**src/rtl/ld_indirect_pkg.sv**
```systemverilog
// Shared definitions for the indirect accumulator-transfer sequencer.
// Latency: n/a (types, constants and small decode helpers only).
// Backpressure: n/a.
package ld_indirect_pkg;

  // Sequencer phases within one M-cycle
  typedef enum logic [1:0] {
    ST_IDLE = 2'd0,
    ST_ADDR = 2'd1,
    ST_XFER = 2'd2,
    ST_PAD  = 2'd3
  } state_e;

  // Pointer-pair select, one-hot
  localparam logic [3:0] P_BC  = 4'b0001;
  localparam logic [3:0] P_DE  = 4'b0010;
  localparam logic [3:0] P_HLI = 4'b0100;
  localparam logic [3:0] P_HLD = 4'b1000;

  // Bit positions inside the 6-bit 16-bit-register read/write vectors
  localparam int R16_BC = 1;
  localparam int R16_DE = 2;
  localparam int R16_HL = 3;
  localparam int W16_HL = 3;

  // Transfer direction, one-hot
  localparam logic [1:0] Q_STORE = 2'b01;
  localparam logic [1:0] Q_LOAD  = 2'b10;

  // Full set of registered control outputs
  typedef struct packed {
    logic       busy;
    logic       done;
    logic       error;
    logic       ir_fetch;
    logic [5:0] read16;
    logic [5:0] write16;
    logic [1:0] inc16;
    logic       addr_out;
    logic [1:0] read_alu8;
    logic [1:0] write_alu8;
    logic       move_reg;
    logic       bus_in;
    logic       bus_out;
  } strobe_t;

  // A start is legal only with exactly one pair and exactly one direction
  function automatic logic start_ok(input logic [3:0] p, input logic [1:0] q);
    return $onehot(p) && ((q == Q_STORE) || (q == Q_LOAD));
  endfunction

  function automatic logic is_hl(input logic [3:0] p);
    return p[2] | p[3];
  endfunction

  // Read16 enable for the selected pair
  function automatic logic [5:0] r16_mask(input logic [3:0] p);
    logic [5:0] m;
    m = '0;
    if (p[0])      m[R16_BC] = 1'b1;
    else if (p[1]) m[R16_DE] = 1'b1;
    else           m[R16_HL] = 1'b1;
    return m;
  endfunction

endpackage

```
**src/rtl/ld_indirect_seq_if.sv**
```systemverilog
// Handshake and control-strobe bundle between the control unit and the sequencer.
// Latency: n/a (wires only).
// Backpressure: i_Mem_Ready low stalls the bus-access T-state.
interface ld_indirect_seq_if #(
  parameter int CNT_W = 5
);
  logic             i_Start;
  logic [3:0]       i_P;
  logic [1:0]       i_Q;
  logic [CNT_W-1:0] i_Bytes;
  logic             i_Mem_Ready;
  logic             o_Busy;
  logic             o_Done;
  logic             o_Error;
  logic             o_IR_Fetch;
  logic [5:0]       o_Read16;
  logic [5:0]       o_Write16;
  logic [1:0]       o_Increment16;
  logic             o_Address_Out;
  logic [1:0]       o_ReadALU8;
  logic [1:0]       o_WriteALU8;
  logic             o_Move_Reg;
  logic             o_Bus_In;
  logic             o_Bus_Out;

  modport master (
    output i_Start, i_P, i_Q, i_Bytes, i_Mem_Ready,
    input  o_Busy, o_Done, o_Error, o_IR_Fetch, o_Read16, o_Write16, o_Increment16,
           o_Address_Out, o_ReadALU8, o_WriteALU8, o_Move_Reg, o_Bus_In, o_Bus_Out
  );

  modport slave (
    input  i_Start, i_P, i_Q, i_Bytes, i_Mem_Ready,
    output o_Busy, o_Done, o_Error, o_IR_Fetch, o_Read16, o_Write16, o_Increment16,
           o_Address_Out, o_ReadALU8, o_WriteALU8, o_Move_Reg, o_Bus_In, o_Bus_Out
  );
endinterface

```
**src/rtl/ld_indirect_seq_mcycle_timer.sv**
```systemverilog
// T-step counter modulo STEPS with stall, giving current and next last-step flags.
// Latency: step advances one per clock while running and not stalled.
// Backpressure: i_Stall freezes the step; !i_Run holds it at zero.
module mcycle_timer #(
  parameter int STEPS  = 4,
  parameter int STEP_W = (STEPS > 1) ? $clog2(STEPS) : 1
) (
  input  logic i_Clk,
  input  logic i_Reset,
  input  logic i_Run,
  input  logic i_Stall,
  output logic o_Last,
  output logic o_Last_Next
);

  localparam logic [STEP_W-1:0] LAST_STEP = STEP_W'(STEPS - 1);

  logic [STEP_W-1:0] step_q, step_d;

  // Next step: park at zero when idle, hold on stall, wrap after the last step
  always_comb begin
    step_d = step_q;
    if (!i_Run) begin
      step_d = '0;
    end else if (!i_Stall) begin
      step_d = (step_q == LAST_STEP) ? '0 : step_q + STEP_W'(1);
    end
  end

  // Step register
  always_ff @(posedge i_Clk or posedge i_Reset) begin
    if (i_Reset) step_q <= '0;
    else         step_q <= step_d;
  end

  assign o_Last      = (step_q == LAST_STEP);
  assign o_Last_Next = (step_d == LAST_STEP);

endmodule

```
**src/rtl/ld_indirect_seq.sv**
```systemverilog
// Clocked microcode sequencer for LD (rr),A / LD A,(rr) with HL+/- block repeats.
// Latency: ADDR one cycle after start; Done at N*STEPS (+1 per wait), Busy drops one later.
// Backpressure: i_Mem_Ready low holds XFER and its strobes; starts while busy are ignored.
module ld_indirect_seq
  import ld_indirect_pkg::*;
#(
  parameter int STEPS     = 4,
  parameter int MAX_BYTES = 16,
  parameter int CNT_W     = $clog2(MAX_BYTES + 1)
) (
  input  logic                 i_Clk,
  input  logic                 i_Reset,
  ld_indirect_seq_if.slave     bus
);

  state_e           state_q, state_d;
  logic [3:0]       p_q, p_d;
  logic [1:0]       q_q, q_d;
  logic [CNT_W-1:0] cnt_q, cnt_d;
  strobe_t          strobe_q, strobe_d;

  logic             start_err;
  logic [CNT_W-1:0] start_cnt;
  logic             run, stall, last, last_next;

  assign run   = (state_q != ST_IDLE);
  assign stall = (state_q == ST_XFER) && !bus.i_Mem_Ready;

  mcycle_timer #(.STEPS(STEPS)) u_timer (
    .i_Clk       (i_Clk),
    .i_Reset     (i_Reset),
    .i_Run       (run),
    .i_Stall     (stall),
    .o_Last      (last),
    .o_Last_Next (last_next)
  );

  // Byte count for a new start: BC/DE always one, HL+/- zero->1 and clamped to MAX_BYTES
  always_comb begin
    start_cnt = CNT_W'(1);
    if (is_hl(bus.i_P) && (bus.i_Bytes != '0)) begin
      start_cnt = (int'(bus.i_Bytes) > MAX_BYTES) ? CNT_W'(MAX_BYTES) : bus.i_Bytes;
    end
  end

  // Phase sequencing and latching of the launched operation
  always_comb begin
    state_d   = state_q;
    p_d       = p_q;
    q_d       = q_q;
    cnt_d     = cnt_q;
    start_err = 1'b0;
    case (state_q)
      ST_IDLE: begin
        if (bus.i_Start) begin
          if (start_ok(bus.i_P, bus.i_Q)) begin
            state_d = ST_ADDR;
            p_d     = bus.i_P;
            q_d     = bus.i_Q;
            cnt_d   = start_cnt;
          end else begin
            start_err = 1'b1;
          end
        end
      end
      ST_ADDR: state_d = ST_XFER;
      ST_XFER: if (bus.i_Mem_Ready) state_d = ST_PAD;
      ST_PAD: begin
        if (last) begin
          if (cnt_q > CNT_W'(1)) begin
            state_d = ST_ADDR;
            cnt_d   = cnt_q - CNT_W'(1);
          end else begin
            state_d = ST_IDLE;
            p_d     = '0;
            q_d     = '0;
            cnt_d   = '0;
          end
        end
      end
      default: state_d = ST_IDLE;
    endcase
  end

  // Strobes for the coming cycle, decoded from next-state so they leave a flop
  always_comb begin
    strobe_d       = '0;
    strobe_d.error = start_err;
    if (state_d != ST_IDLE) begin
      strobe_d.busy     = 1'b1;
      strobe_d.ir_fetch = (cnt_d == CNT_W'(1));
    end
    case (state_d)
      ST_ADDR: begin
        strobe_d.addr_out = 1'b1;
        strobe_d.read16   = r16_mask(p_d);
        if (is_hl(p_d)) begin
          strobe_d.write16[W16_HL] = 1'b1;
          strobe_d.inc16           = {p_d[3], 1'b1};
        end
      end
      ST_XFER: begin
        if (q_d == Q_STORE) begin
          strobe_d.read_alu8[0] = 1'b1;
          strobe_d.move_reg     = 1'b1;
          strobe_d.bus_out      = 1'b1;
        end else begin
          strobe_d.write_alu8[0] = 1'b1;
          strobe_d.bus_in        = 1'b1;
        end
      end
      ST_PAD:  strobe_d.done = last_next && (cnt_d == CNT_W'(1));
      default: ;
    endcase
  end

  // State, operand latches and output strobes
  always_ff @(posedge i_Clk or posedge i_Reset) begin
    if (i_Reset) begin
      state_q  <= ST_IDLE;
      p_q      <= '0;
      q_q      <= '0;
      cnt_q    <= '0;
      strobe_q <= '0;
    end else begin
      state_q  <= state_d;
      p_q      <= p_d;
      q_q      <= q_d;
      cnt_q    <= cnt_d;
      strobe_q <= strobe_d;
    end
  end

  assign bus.o_Busy        = strobe_q.busy;
  assign bus.o_Done        = strobe_q.done;
  assign bus.o_Error       = strobe_q.error;
  assign bus.o_IR_Fetch    = strobe_q.ir_fetch;
  assign bus.o_Read16      = strobe_q.read16;
  assign bus.o_Write16     = strobe_q.write16;
  assign bus.o_Increment16 = strobe_q.inc16;
  assign bus.o_Address_Out = strobe_q.addr_out;
  assign bus.o_ReadALU8    = strobe_q.read_alu8;
  assign bus.o_WriteALU8   = strobe_q.write_alu8;
  assign bus.o_Move_Reg    = strobe_q.move_reg;
  assign bus.o_Bus_In      = strobe_q.bus_in;
  assign bus.o_Bus_Out     = strobe_q.bus_out;

endmodule

```
**src/flat_wrapper.sv**
```systemverilog
// flat-port wrapper written by rule: the top's interface ports become plain ports
module ld_indirect_seq_flat import ld_indirect_pkg::*;
#(
  parameter int STEPS     = 4,
  parameter int MAX_BYTES = 16,
  parameter int CNT_W     = $clog2(MAX_BYTES + 1)
)
  (i_Clk, i_Reset, bus_i_Start, bus_i_P, bus_i_Q, bus_i_Bytes, bus_i_Mem_Ready, bus_o_Busy, bus_o_Done, bus_o_Error, bus_o_IR_Fetch, bus_o_Read16, bus_o_Write16, bus_o_Increment16, bus_o_Address_Out, bus_o_ReadALU8, bus_o_WriteALU8, bus_o_Move_Reg, bus_o_Bus_In, bus_o_Bus_Out);
  ld_indirect_seq_if #(.CNT_W(CNT_W)) bus_i ();
  input  logic i_Clk;
  input  logic i_Reset;
  input wire logic [$bits(bus_i.i_Start)-1:0] bus_i_Start;
  input wire logic [$bits(bus_i.i_P)-1:0] bus_i_P;
  input wire logic [$bits(bus_i.i_Q)-1:0] bus_i_Q;
  input wire logic [$bits(bus_i.i_Bytes)-1:0] bus_i_Bytes;
  input wire logic [$bits(bus_i.i_Mem_Ready)-1:0] bus_i_Mem_Ready;
  output wire logic [$bits(bus_i.o_Busy)-1:0] bus_o_Busy;
  output wire logic [$bits(bus_i.o_Done)-1:0] bus_o_Done;
  output wire logic [$bits(bus_i.o_Error)-1:0] bus_o_Error;
  output wire logic [$bits(bus_i.o_IR_Fetch)-1:0] bus_o_IR_Fetch;
  output wire logic [$bits(bus_i.o_Read16)-1:0] bus_o_Read16;
  output wire logic [$bits(bus_i.o_Write16)-1:0] bus_o_Write16;
  output wire logic [$bits(bus_i.o_Increment16)-1:0] bus_o_Increment16;
  output wire logic [$bits(bus_i.o_Address_Out)-1:0] bus_o_Address_Out;
  output wire logic [$bits(bus_i.o_ReadALU8)-1:0] bus_o_ReadALU8;
  output wire logic [$bits(bus_i.o_WriteALU8)-1:0] bus_o_WriteALU8;
  output wire logic [$bits(bus_i.o_Move_Reg)-1:0] bus_o_Move_Reg;
  output wire logic [$bits(bus_i.o_Bus_In)-1:0] bus_o_Bus_In;
  output wire logic [$bits(bus_i.o_Bus_Out)-1:0] bus_o_Bus_Out;
  assign bus_i.i_Start = bus_i_Start;
  assign bus_i.i_P = bus_i_P;
  assign bus_i.i_Q = bus_i_Q;
  assign bus_i.i_Bytes = bus_i_Bytes;
  assign bus_i.i_Mem_Ready = bus_i_Mem_Ready;
  assign bus_o_Busy = bus_i.o_Busy;
  assign bus_o_Done = bus_i.o_Done;
  assign bus_o_Error = bus_i.o_Error;
  assign bus_o_IR_Fetch = bus_i.o_IR_Fetch;
  assign bus_o_Read16 = bus_i.o_Read16;
  assign bus_o_Write16 = bus_i.o_Write16;
  assign bus_o_Increment16 = bus_i.o_Increment16;
  assign bus_o_Address_Out = bus_i.o_Address_Out;
  assign bus_o_ReadALU8 = bus_i.o_ReadALU8;
  assign bus_o_WriteALU8 = bus_i.o_WriteALU8;
  assign bus_o_Move_Reg = bus_i.o_Move_Reg;
  assign bus_o_Bus_In = bus_i.o_Bus_In;
  assign bus_o_Bus_Out = bus_i.o_Bus_Out;
  ld_indirect_seq #(.STEPS(STEPS), .MAX_BYTES(MAX_BYTES), .CNT_W(CNT_W)) u_core (.i_Clk(i_Clk), .i_Reset(i_Reset), .bus(bus_i));
endmodule
```
**config.mk**
```make
export PLATFORM = sky130hd
export DESIGN_NAME = ld_indirect_seq_flat
export DESIGN_NICKNAME = d
export VERILOG_FILES = /design/src/rtl/ld_indirect_pkg.sv /design/src/rtl/ld_indirect_seq_if.sv /design/src/rtl/ld_indirect_seq_mcycle_timer.sv /design/src/rtl/ld_indirect_seq.sv /design/src/flat_wrapper.sv
export SDC_FILE = /design/constraint.sdc
export NUM_CORES = 1
export LEC_CHECK = 0
export CELL_PAD_IN_SITES_DETAIL_PLACEMENT = 1
export CELL_PAD_IN_SITES_GLOBAL_PLACEMENT = 1
export CORE_ASPECT_RATIO = 1.4
export CORE_MARGIN = 2
export CORE_UTILIZATION = 40
export DETAILED_ROUTE_END_ITERATION = 12
export GPL_TIMING_DRIVEN = 0
export PLACE_DENSITY_LB_ADDON = 0.08
export SLEW_MARGIN = 20
export SYNTH_ARGS = -nofsm -noshare
export SYNTH_HDL_FRONTEND = slang
export SYNTH_SLANG_ARGS = --single-unit
```
**constraint.sdc**
```tcl
create_clock -name i_Clk -period 3.4 [get_ports i_Clk]
set_input_delay 0.34 -clock i_Clk [delete_from_list [all_inputs] [get_ports i_Clk]]
set_output_delay 0.34 -clock i_Clk [all_outputs]
set_load 0.1 [all_outputs]
```
---- Word level (Yosys, flattened, before mapping) ----
Index checks and enable logic that the tools add are counted.
cells by class
  add/sub/neg operators ................... 5
  order comparisons ....................... 2
  eq/ne operators ......................... 13
  mux-type cells .......................... 45
  bitwise gates (word level) .............. 2
  reduce and logical (&&, ||, !) cells .... 10
operators by type and width
  kind                                                 number
  2-to-1 mux 5 bit                                     6
  2-to-1 mux 2 bit                                     13
  2-to-1 mux 4 bit                                     6
  2-to-1 mux 1 bit                                     15
  equality test 2 bit, second input constant           7
  case mux 5 bit (2 select lines)                      1
  equality test 2 x 1 -> 1 bit, second input constant  4
  case mux 2 bit (4 select lines)                      1
  case mux 4 bit (2 select lines)                      1
  equality test 5 x 1 -> 1 bit, second input constant  1
  > comparator 5 x 1 -> 1 bit, second input constant   1
  > comparator 5 bit, second input constant            1
  nonzero test 5 bit                                   1
  subtractor 5 x 1 -> 5 bit, second input constant     1
  adder 1 x 1 -> 2 bit                                 2
  logical AND 1 bit                                    4
  case mux 2 bit (2 select lines)                      1
  nonzero test 2 bit                                   2
  adder 3 bit                                          1
  equality test 3 x 1 -> 1 bit, second input constant  1
  2-to-1 mux 3 bit                                     1
  adder 2 x 1 -> 2 bit, second input constant          1
  logical NOT 2 bit                                    1
  OR 1 bit                                             2
  2 further kinds                                      2
storage, ports and cells
  register bits after elaboration ......... 32
  input port bits ......................... 15
  output and inout bits ................... 26
  word-level logic and storage cells ...... 95

---- Longest topological paths before layout ----
Gate-level depths: netlist (run 1).
  depth after elaboration ................. 10
  depth in mapped cells ................... 11
  depth with buffers taken out ............ 10

---- Hierarchy ----
From an unflattened synthesis (run 1), not the netlist that was laid out.
second synthesis, totals
  cells, all modules ...................... 171
  area total of the unflattened synthesis .. 1684.1 µm²
by module, submodules not included
  module           instances  cells each  area an instance (µm²)  sequential area each (µm²)
  ld_indirect_seq  1          161         1565.3                  625.6
  mcycle_timer     1          10          118.9                   50.0

---- Worst setup path after synthesis (run 1) ----
OpenSTA, ideal clock, no wires.
  path type ............................... input-to-reg
  start point ............................. input port bus_i_P[2]
  end point ............................... register u_core.strobe_q (netlist bit u_core.bus.o_IR_Fetch)
  setup time .............................. 0.094 ns
  arrival time ............................ 2.858 ns
  data required time ...................... 3.306 ns
  setup slack ............................. 0.448 ns
  cell stages on the path ................. 10
  buffers on the path ..................... 0
  path through ............................ inv_1 -> ha_1 -> ha_1 -> fa_1 -> nor3b_1 -> nand3_1 -> a221o_1 -> a221o_1 -> or2_4 -> nor4b_4
RTL lines
  what                  line                    text
  start, declared       flat_wrapper.sv:13      input wire logic [$bits(bus_i.i_P)-1:0] bus_i_P;
  end signal, assigned  ld_indirect_seq.sv:130  strobe_q <= strobe_d;
  end, declared         ld_indirect_seq.sv:20   strobe_t strobe_q, strobe_d;

==> run metrics, run 1 <==
I/O Pins=slightly above 40; number of synthesized flops with an enable pin=0; Num CTS Buffers=3; FFs w/ async S/R, synth=1.00; GP Congestion=between 0.8 and 0.9; Synth Instances=roughly 160; Worst R2R Setup Slack=about 0.94 ns; die height=a little under 80 µm; worst r2r src=u_core.state_q[0]$_DFF_PP0_; register area share after synthesis=0.414; largest fanout on the critical path=4; CTS Root Cell=clkbuf_8; largest net degree at the start of global routing=28; register bit count reported by yosys=27; Setup violations, final=0; crit path time final=about 3.3 ns; Worst EP arrival=between 3 and 4 ns; RSZ-0062 raised after global routing=no; vias per cell=between 5 and 6; initial antenna violation count=0; Final Power=0.00185 W; Max Slew Vio Count=0; # DRC=0; reg-to-reg endpoint=u_core.bus.o_IR_Fetch$_DFF_PP0_; Rel. slew slack=0.352; die area=~4600 µm²; routed len/inst=roughly 16 µm; nets@finish=approximately 240; top cells by area, synth=dfrtp_1, ha_1, buf_4; CTS tree=built; number of I/O port buffers=30; worst-case clock buffer depth=2; Synth top area share=0.414; post-synthesis area per instance=between 10 and 15 µm²; Hold Path Class=input port to flip-flop; fin crit share=0.962; Worst Setup End Kind=flip-flop; Hold Startpoint=bus_i_P[2]; cell area after synthesis=1630 µm²; status=finished, final reports clean; Yosys cell types=slightly below 50; slew of the pin with the lowest slew margin=roughly 0.97 ns; MaxCap Viol Count=0; number of global-route vias before repair=~1,400; total clock sinks=27; starting density of the core=0.416; htree depth=1; post-synth top area cell=dfrtp_1; clock latency on the worst-skew pair=about 0.27 ns; count leader, synth=dfrtp_1; Vias=approximately 1,300; GRT overflow=0; commonest cells in the netlist=dfrtp_1, buf_4, inv_1, ha_1, nor2_1; Max VDD drop=509 µV; final hold vios=0; Worst EP required=about 3.6 ns; dpl hpwl=~3200 µm; Lkg Pwr=1.03 nW; Post-DP Area=just over 2000 µm²; DRT iter0 DRCs=21; P&R area growth vs syn=29.8%; Inserted Diodes=0; fmax=a little over 0.3 GHz; Pwr Density=872 nW/µm²; Startpoint Class=input port; Core Region=~3900 µm²; skew final=between 0.01 and 0.015 ns; Reg clk slew, reported paths=~0.10 ns; num rows=27; TritonRoute pass-1 iters=4; first-pass GRT wire length=6780 µm; Total Wirelength=4040 µm; Die X=between 50 and 60 µm; Hold Path Depth=2; design area=2120 µm²; Primary FF master, synth=dfrtp_1; hold endpoint=u_core.p_q[2]$_DFF_PP0_; fraction of layout cells with a size suffix above 1=0.184; FF-to-FF path depth=7; Synth Warn #=0; Tot GR Track Use=0.188; Crit. Startpoint=bus_i_P[3]; post-route ant nets=0; crit path kind=input port to flip-flop
[metrics by stage]
stage | worst slack (ns) | setup TNS (ns) | std cells | utilization | hold slack (ns)
3_3_place_gp | -0.377 | -1.73 | 243 | 0.515 | 0.486
2_1_floorplan | 0.448 | 0 | 170 | - | 0.393
5_1_grt | 0.00308 | 0 | 250 | 0.540 | 0.459
3_5_place_dp | -0.447 | -2.78 | 243 | 0.515 | 0.492
4_1_cts | 0.00861 | 0 | 249 | 0.534 | 0.519
6_report | 0.129 | 0 | 250 | 0.540 | 0.427
[cells in the final DEF (no fill, tap or decap), drive strengths merged, types with 6 or more instances in the layout]
cell type,synthesis,layout
inv,13,13
nor3,6,6
ha,11,11
clkdlybuf4s50,0,29
nand2,10,10
nor2,11,11
buf,15,18
dfrtp,27,27
conb,1,10
[final cells by class]
class                   count  area (µm²)
plain buffers              17         120
clock inverters             1        5.00
inverters                  13        48.8
repair buffers             33         325
flip-flops and latches     27         676
fillers                   458        1800
multi-input cells         113         847
clock buffers               3        41.3
well taps                  43        53.8
[sequential cells by signal, summed over array words and instances, names as in the netlist, 2 cells and up]
| signal | flops |
|---|---|
| u_core.u_timer.step_q | 2 |
| u_core.q_q | 2 |
| u_core.state_q | 2 |
| u_core.p_q | 4 |
| u_core.cnt_q | 5 |
| u_core.bus.o_Read16 | 3 |
[per-layer routing]
metal / up-vias / track usage / share of wire
li1: 631 / - / -
met2: 32 / 0.365 / 0.56
met5: - / 0 / 0
met1: 633 / 0.208 / 0.39
met4: 0 / 0.0558 / 0.016
met3: 6 / 0.0194 / 0.030
[where the power goes]
part	switching [W]	internal (W)	total [W]
Sequential	0.0000763	0.000413	0.000489
Combinational	0.000787	0.000391	0.00118
Clock	0.0000961	0.0000819	0.000178
[logic make-up (layout without fill, tap and decap cells)]
group           after synthesis  count (layout)  synth area share
simple gates                 56              56             0.212
compound gates               31              31             0.149
buf+inv                      30              67             0.102
flops                        27              27             0.414
fa+ha+maj                    12              12            0.0966
mux                           3               3            0.0184
other cells                   1              10           0.00230
xor+xnor                      1               1           0.00537
[worst max-delay path by stage]
stage	end	slack, ns
4_1_cts	u_core.bus.o_WriteALU8[0]$_DFF_PP0_	0.009
6_report	u_core.bus.o_IR_Fetch$_DFF_PP0_	0.13
3_5_place_dp	u_core.bus.o_WriteALU8[0]$_DFF_PP0_	-0.45
3_3_place_gp	u_core.bus.o_WriteALU8[0]$_DFF_PP0_	-0.38
5_1_grt	u_core.bus.o_Read16[3]$_DFF_PP0_	0.003
2_1_floorplan	u_core.bus.o_IR_Fetch$_DFF_PP0_	0.45
[critical path: stages]
cell and delay, ns:
clkdlybuf4s50_1 0.51, inv_1 0.06, ha_1 0.27, ha_1 0.19, fa_1 0.46, nor3b_2 0.23
nand3_2 0.15, buf_4 0.16, mux2i_1 0.10, a221o_1 0.37, or3b_4 0.42, nor4b_4 0.21
[timing repair]
| action | in CTS | in global routing |
|---|---|---|
| pin swaps | 1 | 4 |
| buffers inserted | 2 | 1 |
| gates resized for setup | 2 | 6 |
| setup endpoints to repair | 4 | 7 |
| hold buffers | 0 | 0 |
Power figures use the tool's default switching activity.
==> run 2, diff against run 1 <==
- CORE_ASPECT_RATIO: 1.4 -> 1.25
==> run 2 against run 1 <==
  * Die area about the same
  * Sequential cell count unchanged
  * Highest routed layer unchanged
  * Sequential power about the same
  * Setup slack got worse by 0.089 ns
  * Critical path type unchanged
  * Critical path depth unchanged
  * Largest cell class unchanged
==> run metrics, run 2 (same netlist as run 1, synthesis figures left out) <==
status=finished, final reports clean; Inserted Diodes=0; total clock sinks=27; Worst Setup Slack, final=approximately 0.04 ns; first-pass GRT wire length=between 6000 and 7000 µm; die height=between 70 and 80 µm; die area=roughly 4600 µm²; RSZ-0062 raised after global routing=yes; most common cell after layout, fill and taps aside=clkdlybuf4s50_1; DP Worst Slack=-0.461 ns; Lkg Pwr=~1 nW; crit path kind=input port to flip-flop; initial antenna violation count=0; routed len/inst=between 15 and 20 µm; skew final=between 0.004 and 0.005 ns; CTS Root Cell=clkbuf_8; Tot GR Track Use=0.184; Worst EP required=around 3.6 ns; Total Wirelength=between 4000 and 5000 µm; dpl hpwl=about 3100 µm; num rows=25; starting density of the core=0.424; post-route ant nets=0; number of I/O port buffers=30; P&R area growth vs syn=29.1%; CTS tree=built; I/O Pins=41; Fin Setup TNS=0 ns; htree depth=1; Pwr Density=roughly 860 nW/µm²; Rel. slew slack=0.342; GRT overflow=0; Worst EP arrival=roughly 3.5 ns; Largest Register=u_core.cnt_q; Die X=between 60 and 70 µm; worst-case clock buffer depth=2; max reg flops=5; Reg clk slew, reported paths=roughly 0.080 ns; GP Congestion=0.841; # DRC=0; vias per cell=a little over 5; MaxCap Viol Count=0; fmax=0.298 GHz; Setup violations, final=0; Final Util=0.548; Worst Setup End Kind=flip-flop; largest net degree at the start of global routing=28; Num CTS Buffers=3; slew of the pin with the lowest slew margin=between 0.9 and 1 ns; DRT iter0 DRCs=37; fillers=about 450; TritonRoute pass-1 iters=4; Core Region=3850 µm²; final hold vios=0; Hold Path Class=input port to asynchronous set/reset pin; most frequent cells in the layout=clkdlybuf4s50_1, dfrtp_1, buf_4, inv_1; Max VDD drop=just under 300 µV; Final Power=0.00182 W; fraction of layout cells with a size suffix above 1=0.176; clock latency on the worst-skew pair=between 0.2 and 0.3 ns; Startpoint Class=input port; Vias=around 1,300; number of global-route vias before repair=around 1,400; Max Slew Vio Count=0; crit path time final=approximately 3.4 ns; fin crit share=0.988; largest fanout on the critical path=10; nets@finish=233
==> run 2: cell count changes in the layout (fill, tap and decap cells not counted), sizes merged <==
| cell | before | now |
|---|---|---|
| clkbuf | 5 | 7 |
| clkdlybuf4s50 | 29 | 30 |
| dlymetal6s2s | 1 | 0 |
| buf | 18 | 15 |
| clkinv | 1 | 0 |
==> run 2: critical path, stage by stage <==
cell             delay, ns
clkdlybuf4s50_1       0.50
inv_1                 0.06
ha_1                  0.31
ha_1                  0.21
fa_1                  0.47
nor3b_2               0.23
nand3_2               0.16
clkbuf_4              0.22
a221o_2               0.42
and2_1                0.21
a32oi_2               0.21
nor3b_1               0.20
==> run 2: power breakdown <==
group	total [W]	internal, W	leakage [nW]	switching [W]
clock	0.000178	0.0000838	0.0228	0.0000939
combinational	0.00115	0.000378	0.620	0.000775
sequential	0.000488	0.000413	0.362	0.0000754
==> run 2: stage by stage <==
stage,hold WS [ns],instance area [µm²],instances
final,0.446,2110,259
after detailed placement,0.510,2030,254
after global placement,0.492,2030,254
after CTS,0.534,2100,258
after floorplan,0.393,1670,170
after global routing,0.502,2110,259
==> run 2: repair_timing <==
action                                 4_1_cts  5_1_grt
buffers inserted                             0        1
setup endpoints to repair                    7        6
hold buffers                                 0        0
cloned                                       0        0
pin swaps                                    0        1
resized for setup                            3        2
endpoints found under the hold margin        0        0
==> run 2: cell type report <==
class | instances | area [µm²] | area share
multi-input cells | 113 | 842 | 0.400
plain buffers | 17 | 120 | 0.0570
inverters | 13 | 48.8 | 0.0232
clock buffers | 4 | 45.0 | 0.0214
repair buffers | 31 | 308 | 0.146
well taps | 54 | 67.6 | 0.0321
flip-flops and latches | 27 | 676 | 0.321
==> run 2: final timing paths <==
check | from | endpoint | slack, ns | cells after the start
worst max-delay path | bus_i_P[2] | u_core.bus.o_WriteALU8[0]$_DFF_PP0_ | 0.04 | 12
worst min-delay path | i_Reset | u_core.bus.o_Busy$_DFF_PP0_ | 0.45 | 2
worst max register to register | u_core.state_q[0]$_DFF_PP0_ | u_core.bus.o_IR_Fetch$_DFF_PP0_ | 0.93 | 7
worst min register to register | u_core.p_q[3]$_DFF_PP0_ | u_core.bus.o_Increment16[1]$_DFF_PP0_ | 0.52 | 2
max in group asynchronous | i_Reset | u_core.p_q[1]$_DFF_PP0_ | 2.59 | 2
min in group i_Clk | u_core.p_q[3]$_DFF_PP0_ | u_core.bus.o_Increment16[1]$_DFF_PP0_ | 0.52 | 2
==> run 2: routing by layer <==
layer	part of all wire	GRT usage
met5	0	0
met4	0.020	0.0870
met3	0.026	0.0204
met2	0.56	0.337
met1	0.39	0.209
==> run 3, diff against run 2 <==
- CTS_CLUSTER_DIAMETER: default -> 60
==> results of run 3 <==
Final layout, timing and power as in run 2 (identical DEF).
